===== src/rtl/exp_df.sv =====
// exp_df: WIDTH-bit ripple-borrow subtractor, diff = A - B - C, with a
// registered result stage (latency 1) and a valid flag that travels with it.
// Optional build macro: EXP_DF_COMB_OUT_EN. When it is defined the output
// registers are removed, so diff/borr follow A/B/C combinationally and
// out_valid mirrors in_valid. clk/rst_n are still ports in that build but are
// not used.
//
// Valid semantics: in_valid qualifies A/B/C on the current rising edge.
// out_valid is high for exactly one cycle per accepted input, in the cycle
// after it. There is no ready/backpressure, so a new operand set can be
// accepted on every cycle. While in_valid is low, diff/borr keep the last
// result and the operand inputs are ignored, even if they are X or Z.
module exp_df #(
  parameter int WIDTH = 1
) (
  output logic [WIDTH-1:0] diff,
  output logic             borr,
  input  logic [WIDTH-1:0] A,
  input  logic [WIDTH-1:0] B,
  input  logic             C,
  input  logic             clk,
  input  logic             rst_n,
  input  logic             in_valid,
  output logic             out_valid
);

  // Borrow chain: w_bin[i] is the borrow into cell i. w_bin[WIDTH] is the borrow out.
  logic [WIDTH:0]   w_bin;
  logic [WIDTH-1:0] w_d;

  assign w_bin[0] = C;

  // One full-subtractor cell per bit, chained LSB to MSB.
  for (genvar gi = 0; gi < WIDTH; gi++) begin : g_cell
    assign w_d[gi]       = A[gi] ^ B[gi] ^ w_bin[gi];
    assign w_bin[gi + 1] = (~A[gi] & B[gi]) | (~(A[gi] ^ B[gi]) & w_bin[gi]);
  end

`ifdef EXP_DF_COMB_OUT_EN

  // Zero-latency build: the outputs are driven straight from the chain.
  assign diff      = w_d;
  assign borr      = w_bin[WIDTH];
  assign out_valid = in_valid;

`else

  logic [WIDTH-1:0] r_diff;
  logic             r_borr;
  logic             r_out_valid;

  // Result register: capture on an accepted input, otherwise hold.
  // Reset clears the result so an in-flight value is dropped.
  always_ff @(posedge clk or negedge rst_n) begin
    if (!rst_n) begin
      r_diff <= '0;
      r_borr <= 1'b0;
    end else if (in_valid) begin
      r_diff <= w_d;
      r_borr <= w_bin[WIDTH];
    end
  end

  // Valid flag: a one-cycle pulse for each accepted input.
  always_ff @(posedge clk or negedge rst_n) begin
    if (!rst_n) begin
      r_out_valid <= 1'b0;
    end else begin
      r_out_valid <= in_valid;
    end
  end

  assign diff      = r_diff;
  assign borr      = r_borr;
  assign out_valid = r_out_valid;

`endif

endmodule


===== config.mk =====
export PLATFORM = sky130hd
export DESIGN_NAME = exp_df
export DESIGN_NICKNAME = d
export VERILOG_FILES = /design/src/rtl/exp_df.sv
export SDC_FILE = /design/constraint.sdc
export NUM_CORES = 1
export LEC_CHECK = 0
export CAP_MARGIN = 20
export CORE_AREA = 4 4 41 43
export DETAILED_ROUTE_END_ITERATION = 10
export DIE_AREA = 0 0 45 47
export HOLD_SLACK_MARGIN = 0.1
export PLACE_DENSITY = 0.36
export SYNTH_ARGS = -nofsm -noshare
export SYNTH_HDL_FRONTEND = slang
export SYNTH_SLANG_ARGS = --single-unit

===== constraint.sdc =====
create_clock -name clk -period 0.8 [get_ports clk]
set_input_delay 0.2 -clock clk [delete_from_list [all_inputs] [get_ports clk]]
set_output_delay 0.2 -clock clk [all_outputs]
set_load 0.01 [all_outputs]

; Word-level counts from Yosys, hierarchy flattened
; Index checks and enable logic that the tools add are counted.
[totals]
word_cells = 10
input_bits = 6
reg_bits = 3
[op_classes]
bitwise_logic = 7
[ops]
columns = op, count
row1 = $and A1 B1 Y1, 2
row2 = $not A1 Y1, 2
row3 = $xor A1 B1 Y1, 2
row4 = $or A1 B1 Y1, 1

; Depth between registers and ports, before layout
[depth]
ltp_word = 4
depth_mapped = 3
mapped_depth_nobuf = 3

; Least setup slack after synthesis
; OpenSTA, ideal clock, no wires.
[synth_path]
path_kind = input to register
startpoint = input B
endpoint = register r_diff (netlist: diff)
stages = 3
slack_ps = -242
setup_ps = 125
n_path_buf = 0
t_arrival_ps = 917
path_cell_list = inv_1 > fa_1 > mux2_4
[synth_between]
elab_chain_len = 2
[synth_lines]
columns = element, line_no
row1 = "start, declared", 19  ; input logic [WIDTH-1:0] B,
row2 = $xor A1 B1 Y1 (2 in series), 35  ; assign w_d[gi] = A[gi] ^ B[gi] ^ w_bin[gi];
row3 = net w_d, 29  ; logic [WIDTH-1:0] w_d;
row4 = "end signal, assigned", 59  ; r_diff <= w_d;
row5 = "end, declared", 48  ; logic [WIDTH-1:0] r_diff;
; The timed path passes the listed nets, and every way through them passes these cells.
; A chain may end at the register's enable or synchronous reset.

; Worst setup path after layout
[layout_path]
startpoint = register r_diff (netlist: diff)
endpoint = output diff
[layout_lines]
columns = element, line_no
row1 = "end, declared", 16  ; output logic [WIDTH-1:0] diff,
; No word-level cell between the ends.

==> summary.txt <==
CTS
  • H-tree depth: 1
  • CTS max path bufs: 2
  • Clk_lat worst skew: 0.23 ns
  • CTS Root Cell: clkbuf_4
  • Clk pin slew, worst setup/hold paths: ~0.040 ns
  • TritonCTS buffer count: 3
  • CTS tree: done
  • Clock net sink count: 3

Timing
  • Final setup margin: -0.1340 ns
  • Tmin final: 0.9340 ns
  • Slew @ Worst Pin: 0.1367 ns
  • Final hold violation count: 0
  • Unrepaired setup endpoints after global routing: yes
  • Final Slew Violations: 0
  • Max Freq: ~1100 MHz
  • Setup violators final: 4
  • Slew HR: 0.9086
  • Crit share post-route: 1.167
  • Max Clock Skew: 0 ns

Run status
  • Outcome: complete, but fails checks
  • Failing checks: negative setup slack

Setup path
  • Crit-path cells: buf_2
  • Crit-path max FO: 2
  • Crit Path Category: reg -> out
  • Worst setup EP type: output port
  • Crit-path max cell delay: 0.36 ns
  • Data arrival time of the worst path: 0.73 ns
  • Delay-heaviest family, CP: flip-flops
  • Crit path launch type: register
  • Worst path slowest cell: dfrtp_1
  • Critical Path RT: roughly 0.6 ns
  • WP buf/inv: 1

Synthesis
  • Seq/Total Area, Yosys: 0.5941
  • Post-synth EDFFs: 0
  • Yosys reg bits: 3
  • Cell area after synthesis: 126.4 µm²
  • Most used DFF post-synth: dfrtp_1
  • Cell with the most instances after synthesis: dfrtp_1
  • Net Count, Synth: 16
  • Synth Warn #: 0
  • Synth area leaders: dfrtp_1 (59%), fa_1 (16%), mux2_4 (12%)
  • Syn avg cell area: 14.04 µm²
  • Yosys top cell area share: 0.5941
  • Top cells by count, synth: dfrtp_1 (3), inv_1 (2)
  • Cell taking the most area after synthesis: dfrtp_1
  • Netlist cell types: 6
  • Post-Syn Instances: 9
  • Post-synth ARST share: 1.000

Cells and area
  • Final Non-Filler Cells: 39
  • # fillers: 155
  • Design Area, Final: between 200 and 300 µm²
  • Share of layout cells above drive strength 1: 0.6250
  • Antenna cells: 0
  • Register area: around 75 µm²
  • Layout Nets: 32
  • Multi-input gate area: around 44 µm²
  • Area grow syn2layout: 110.9%

Global routing
  • Initial antenna violation count: 0
  • Vias in the first global route: between 100 and 150
  • Largest net degree at the start of global routing: 4
  • First-pass GRT wire length: 462 µm
  • GRT Util Overall: 0.04044
  • Grt ovf: 0

Detailed routing
  • Final ANT Viol Nets: 0
  • Max Used Layer: met3
  • Via count: 116
  • Routed wl met3: 81 µm
  • DR WL/cell: 8.000 µm
  • DRC Markers: 0
  • Via-per-instance ratio: approximately 3.0
  • Number of iterations in the first detailed-routing pass: 1
  • Total wire length: 312 µm
  • Metal2 WL: 127 µm
  • Initial DRC count: 0
  • WL met1: between 100 and 150 µm

Floorplan
  • Placeable Area: 1301 µm²
  • Width of the chip: 45 µm
  • Die ar.: about 2100 µm²
  • IO Pins: 9
  • Initial Utilization: 0.09712
  • Chip Height: 47 µm
  • Core Rows: 13

Pwr
  • Leakage dissipation: 0.1373 nW
  • Max rail drop VDD: 0.0004380 V
  • Pwr Density: 2095 nW/µm²
  • Total power: 558.2 µW

Placed design
  • # port buffers: 8
  • Post-Place Cells: 35
  • DP Worst Slack: -0.8580 ns
  • Placer Congestion: 0.5990
  • DP Area: 255.2 µm²

Flow run
  • Max_cap viols: 0

Min path
  • HP Class: in -> async
cell type report:
class / instances / share of cell area
Timing Repair Buffer: 11 / 0.3286
Sequential cell: 3 / 0.2817
Multi-Input combinational cell: 4 / 0.1643
Clock buffer: 4 / 0.09859
Tap cell: 15 / 0.07042
Inverter: 2 / 0.05634
layer usage:
layer  vias to the layer above  GRT usage
li1                         56          -
met3                         0    0.04598
met2                         8    0.03955
met1                        52    0.02989
met4                         0    0.07018
met5                         -          0
report_power, final:
| part | total [mW] | internal [mW] | switching, mW | leakage [nW] |
|---|---|---|---|---|
| logic | 0.118 | 0.0751 | 0.0428 | 0.0878 |
| registers | 0.178 | 0.171 | 0.00749 | 0.0345 |
| clock network | 0.262 | 0.187 | 0.0753 | 0.0150 |
| total | 0.558 | 0.433 | 0.126 | 0.137 |
cells by family after synthesis:
kind of cell               Yosys count  synth area share
DFF                                  3            0.5940
muxes                                1            0.1188
and+or+nand+nor                      1           0.02967
buffers and inverters                2           0.05943
adders and majority gates            1            0.1584
AOI/OAI and AO/OA                    1           0.03957
per-stage QoR:
| stage | hold slack, ns | TNS [ns] | util |
|---|---|---|---|
| after detailed placement | 0.3900 | -2.353 | 0.1962 |
| after global placement | 0.3959 | -2.361 | 0.1962 |
| final | 0.1511 | -0.4796 | 0.2048 |
| after global routing | 0.1554 | -0.5659 | 0.2048 |
| after CTS | 0.1392 | -0.5274 | 0.2029 |
| after floorplan | -0.09559 | -0.2418 | - |
timing repair:
item / in CTS / in global routing
buffers inserted: 1 / 0
resized for setup: 28 / 1
endpoints found under the setup margin: 5 / 5
hold buffers: 0 / 0
pin swaps: 2 / 0
final timing paths:
path                       depth (start not counted)             endpoint  slack [ns]             start
setup / recovery                                   1                 diff       -0.13  diff$_DFFE_PN0P_
hold / removal                                     1     diff$_DFFE_PN0P_        0.15             rst_n
max in group asynchronous                          1     borr$_DFFE_PN0P_        0.51             rst_n
min in group clk                                   2  out_valid$_DFF_PN0_        0.26          in_valid
setup reg to reg                                   2     diff$_DFFE_PN0P_       -0.06  diff$_DFFE_PN0P_
hold reg to reg                                    2     diff$_DFFE_PN0P_        0.59  diff$_DFFE_PN0P_
state kept, by name, indices dropped and copies added, names as in the netlist:
register	cells
out_valid	1
borr	1
diff	1
layout by cell type, fill, tap and decap left out:
master / instances
buf_2: 4
dfrtp_1: 3
clkbuf_4: 3
buf_4: 3
buf_6: 2
inv_8: 1
inv_2: 1
mux2_4: 1
nor2_1: 1
a21oi_1: 1
fa_1: 1
clkbuf_1: 1
dlymetal6s2s_1: 1
clkdlybuf4s50_1: 1
(Power assumes the default switching activity.)
